### config.mk
export PLATFORM = sky130hd
export DESIGN_NAME = bin_to_bcd_seq
export DESIGN_NICKNAME = d
export VERILOG_FILES = /design/src/rtl/bin_to_bcd_seq.sv
export SDC_FILE = /design/constraint.sdc
export NUM_CORES = 1
export LEC_CHECK = 0
export BUFFER_PORTS_ARGS = -buffer_cell sky130_fd_sc_hd__buf_2
export CAP_MARGIN = 20
export CORE_ASPECT_RATIO = 1.4
export CORE_MARGIN = 5
export CORE_UTILIZATION = 60
export CTS_BUF_LIST = sky130_fd_sc_hd__clkbuf_16
export DETAILED_ROUTE_END_ITERATION = 8
export GPL_ROUTABILITY_DRIVEN = 1
export GPL_TIMING_DRIVEN = 0
export PLACE_DENSITY = 0.82
export SYNTH_ARGS = -nofsm -noshare
export SYNTH_HDL_FRONTEND = slang
export SYNTH_SLANG_ARGS = --single-unit
export TNS_END_PERCENT = 10
### constraint.sdc
create_clock -name clk -period 6.94 [get_ports clk]
set_input_delay 1.041 -clock clk [delete_from_list [all_inputs] [get_ports clk]]
set_output_delay 1.041 -clock clk [all_outputs]
set_load 0.005 [all_outputs]
### src/rtl/bin_to_bcd_seq.sv
// Sequential binary-to-packed-BCD converter (double dabble, one input bit per clock).
// Result and overflow flag are registered and held between conversions for the display driver.
module bin_to_bcd_seq #(
  parameter int BIN_WIDTH  = 32,
  parameter int BCD_DIGITS = 8
) (
  input  logic                    clk,
  input  logic                    reset,
  input  logic                    start,
  input  logic [BIN_WIDTH-1:0]    binary,
  output logic                    busy,
  output logic                    done,
  output logic [4*BCD_DIGITS-1:0] bcd,
  output logic                    ovf
);

  localparam int BCD_W = 4 * BCD_DIGITS;
  localparam int CNT_W = (BIN_WIDTH > 1) ? $clog2(BIN_WIDTH) : 1;
  localparam logic [CNT_W-1:0] LAST_CNT = CNT_W'(BIN_WIDTH - 1);

  localparam logic [0:0] IDLE = 1'b0;
  localparam logic [0:0] CONV = 1'b1;

  logic [0:0]           state;
  logic [BIN_WIDTH-1:0] work;
  logic [BCD_W-1:0]     acc;
  logic                 sticky;
  logic [CNT_W-1:0]     cnt;

  logic [BCD_W-1:0]     acc_adj;
  logic [BCD_W-1:0]     acc_next;
  logic                 shift_out;

  // Every digit >= 5 is pre-corrected so the following doubling carries correctly into the next digit.
  function automatic logic [BCD_W-1:0] add3_all(input logic [BCD_W-1:0] a);
    logic [BCD_W-1:0] r;
    r = a;
    for (int d = 0; d < BCD_DIGITS; d++) begin
      if (a[4*d +: 4] >= 4'd5) begin
        r[4*d +: 4] = a[4*d +: 4] + 4'd3;
      end
    end
    return r;
  endfunction

  always_comb begin
    acc_adj   = add3_all(acc);
    shift_out = acc_adj[BCD_W-1];
    acc_next  = {acc_adj[BCD_W-2:0], work[BIN_WIDTH-1]};
  end

  // A bit leaving the top digit is a carry worth 10^BCD_DIGITS, so it marks overflow for good.
  always_ff @(posedge clk or posedge reset) begin
    if (reset) begin
      state  <= IDLE;
      busy   <= 1'b0;
      done   <= 1'b0;
      bcd    <= '0;
      ovf    <= 1'b0;
      work   <= '0;
      acc    <= '0;
      sticky <= 1'b0;
      cnt    <= '0;
    end else begin
      done <= 1'b0;
      case (state)
        IDLE: begin
          if (start) begin
            work   <= binary;
            acc    <= '0;
            sticky <= 1'b0;
            cnt    <= '0;
            busy   <= 1'b1;
            state  <= CONV;
          end
        end
        CONV: begin
          acc    <= acc_next;
          work   <= work << 1;
          sticky <= sticky | shift_out;
          if (cnt == LAST_CNT) begin
            bcd   <= acc_next;
            ovf   <= sticky | shift_out;
            done  <= 1'b1;
            busy  <= 1'b0;
            state <= IDLE;
          end else begin
            cnt <= cnt + 1'b1;
          end
        end
        default: begin
          state <= IDLE;
          busy  <= 1'b0;
        end
      endcase
    end
  end

endmodule

==> impl_results.md <==
* Worst path required time at 7170 ps
* Io pins at 70
* Minimum clock period after layout at 2070 ps
* Switching power total at 1.20 mW
* Reg clk slew, reported paths at 70 ps
* Final WS setup at 4870 ps
* CTS buffer count at 9
* Total of max-cap violations at 0
* Arr. time, crit path at 2300 ps
* Syn Nets at 652
* Drt via density at 6.50
* Worst-case clock buffer depth at 2
* Die area at 0.0116 sq mm
* Non-filler cells in the finished layout at 794
* CP Cell Sequence: ha_1 -> and3_1 -> ha_1 -> nand2_4 -> inv_1 -> buf_4 -> buf_4 -> nand3_1 -> nand3_1
* Number of H-tree levels at 3
* Setup-failing EPs final at 0
* Final hold viol count at 0
* Most used DFF post-synth: dfrtp_1
* Final wirelength at 15700 um
* Post-synthesis sequential area ratio at 0.464
* 1st-iter DRT viols at 483
* Vias at 5161
* GR Util All Layers at 0.280
* Number of global-route vias before repair at 5226
* Most common cell after layout, fill and taps aside: dfrtp_1
* First-pass GRT wire length at 25800 um
* LEAKAGE at 3.06 nW
* Worst slew margin at 0.466
* Final Util at 0.695
* Post-synthesis cell type count at 45
* Clk network pwr share at 0.182
* Sw Ratio at 0.408
* Hpwl dp at 10600 um
* Setup TNS at 0 ps
* Clock latency on the worst-skew pair at 350 ps
* Std cell rows at 42
* Final nets at 732
* Crit path kind: flop to flop
* Clock Skews at 5.98 ps
* TritonRoute pass-1 iters at 5
* Worst hold margin at 471 ps
* EDFF count, synth at 0
* DP Worst Slack at 4580 ps
* Slowest-stage cell, CP: dfrtp_1
* Internal at 1.75 mW
* Initial antenna violation count at 0
* CTS sink cnt at 106
* Startpoint types: flop
* Largest net degree at the start of global routing at 59
* Fraction of registers with async set/reset at 1.00
* Share of cells above drive strength 1 at 0.184
* Post-route DRC at 0
* # Post-CTS Setup Buffers at 0
* CTS Root Cell: clkbuf_16
* Placed instance count at 778
* Slew of the pin with the lowest slew margin at 801 ps
* Final Cycle Share at 0.298
* Port bufs at 68
* Post-CTS sizing at 0
* Fill cells at 747
* Mapped cell area at 0.00572 sq mm
* CORE AREA at 0.00941 sq mm
* Warning count from the yosys run at 0
* Starting Density at 0.608
* Maximum vdd drop at 210 uV
* CP delay by family, top: simple AND/OR/NAND/NOR gates
* Pins over their slew limit at 0
* DR WL/cell at 19.7 um
* RSZ-0062 raised after global routing: false
* Largest stage delay on the critical path at 430 ps
* Mapped Cells at 599
* GR Overflow Total at 0
* Status: finished, final reports clean
* Critical path capture point type: flop
* Max FO, Critical Path at 10
* Buffers & Inverters on Critical Path at 3
* Synthesis-to-finish area growth at 14.3%
* Most frequent cells in the layout: dfrtp_1, nand2_1, buf_2
* Reg power frac at 0.361
* Die X at 92.5 um
* Post-synthesis register bit count at 106
* Power density over the cells at 451 mW/mm^2
* ANT cells at 0
* Final Wtd Congestion at 0.901
* Fmax at 484 MHz
* Min-Delay Path Class: flop to flop
* Die height at 126 um
* Post-synthesis area per instance at 9.55 sq um
* CTS Hold Bufs at 0
* Combinational Power Share at 0.456
* CTS tree: built
* Number of antenna-violating nets in the routed design at 0
## through the flow
step / cell area, sq um / power (mW)
2_1_floorplan: 5720 / 1.99
3_3_place_gp: 6200 / 2.30
3_5_place_dp: 6230 / 2.39
4_1_cts: 6540 / 2.93
5_1_grt: 6540 / 3.17
6_report: 6540 / 2.95
## layer usage
metal | vias up | wire length [um] | track usage | part of all wire
met5 | - | 0 | 0 | 0
met4 | 0 | 942 | 0.192 | 0.060
met3 | 94 | 1340 | 0.0553 | 0.086
met2 | 292 | 7670 | 0.456 | 0.49
met1 | 2455 | 5700 | 0.330 | 0.36
li1 | 2320 | - | - | -
## worst min-delay path: cells and delay by family (launching register included)
kind | cells | cell delay [ps]
AND/OR/NAND/NOR | 2 | 100
flip-flops | 1 | 340
## worst paths after layout
path                            depth (start not counted)  slack [ps]                    to               start
worst max-delay path                                    9        4870   bcd[16]$_DFFE_PP0P_  cnt[0]$_DFFE_PP0P_
worst min-delay path                                    2         470    bcd[8]$_DFFE_PP0P_  bcd[8]$_DFFE_PP0P_
worst max register to register                          9        4870   bcd[16]$_DFFE_PP0P_  cnt[0]$_DFFE_PP0P_
worst min register to register                          2         470    bcd[8]$_DFFE_PP0P_  bcd[8]$_DFFE_PP0P_
max in group asynchronous                               3        5470    bcd[2]$_DFFE_PP0P_               reset
min in group asynchronous                               2         770  work[23]$_DFFE_PP0P_               reset
## cell usage after synthesis, types with 7 or more instances
library cell / number / share of area
buf_4: 14 / 0.018
nor3b_1: 8 / 0.010
clkbuf_1: 11 / 0.0072
or4_1: 7 / 0.0092
a2111o_1: 8 / 0.016
nand2_1: 93 / 0.061
a31oi_1: 9 / 0.0098
nor2b_1: 15 / 0.016
o21ai_0: 53 / 0.046
inv_1: 25 / 0.016
o22ai_1: 11 / 0.012
a211oi_1: 7 / 0.0092
o31ai_1: 15 / 0.020
nor2_1: 12 / 0.0079
a311o_1: 7 / 0.012
a21oi_1: 10 / 0.0087
dfrtp_1: 106 / 0.46
buf_2: 19 / 0.017
ha_1: 18 / 0.039
mux2i_1: 36 / 0.063
nand2b_1: 12 / 0.013
nand4_1: 7 / 0.0077
nor3_1: 9 / 0.0079
nand3_1: 35 / 0.031
## area by class of cell
type                            count  area [sq um]  share of cell area
Buffer                             48           287              0.0438
Clock inverter                      7          85.1              0.0130
Sequential cell                   106          2650               0.406
Inverter                           26           100              0.0153
Clock buffer                        9           225              0.0344
Timing Repair Buffer               69           368              0.0563
Multi-Input combinational cell    419          2680               0.410
Tap cell                          110           138              0.0210
## power by group through the flow
stage / combinational (mW) / sequential [mW] / clock (mW)
2_1_floorplan: 0.955 / 1.04 / 0
3_3_place_gp: 1.25 / 1.05 / 0
3_5_place_dp: 1.32 / 1.07 / 0
4_1_cts: 1.33 / 1.06 / 0.541
5_1_grt: 1.50 / 1.10 / 0.569
6_report: 1.35 / 1.07 / 0.538
## registers in the layout, indices dropped and copies added, names as in the netlist
| name | cells |
|---|---|
| state | 1 |
| ovf | 1 |
| acc | 32 |
| done | 1 |
| cnt | 5 |
| busy | 1 |
| sticky | 1 |
| bcd | 32 |
| work | 32 |
## logic make-up after synthesis
group / after synthesis / share of synthesized area
AND/OR/NAND/NOR: 207 / 0.175
AO/OA/AOI/OAI: 155 / 0.187
flip-flops: 106 / 0.464
buffers and inverters: 74 / 0.0671
multiplexers: 36 / 0.0630
adder cells (fa/ha/maj): 18 / 0.0394
XOR/XNOR: 3 / 0.00459
(Power assumes the default switching activity.)
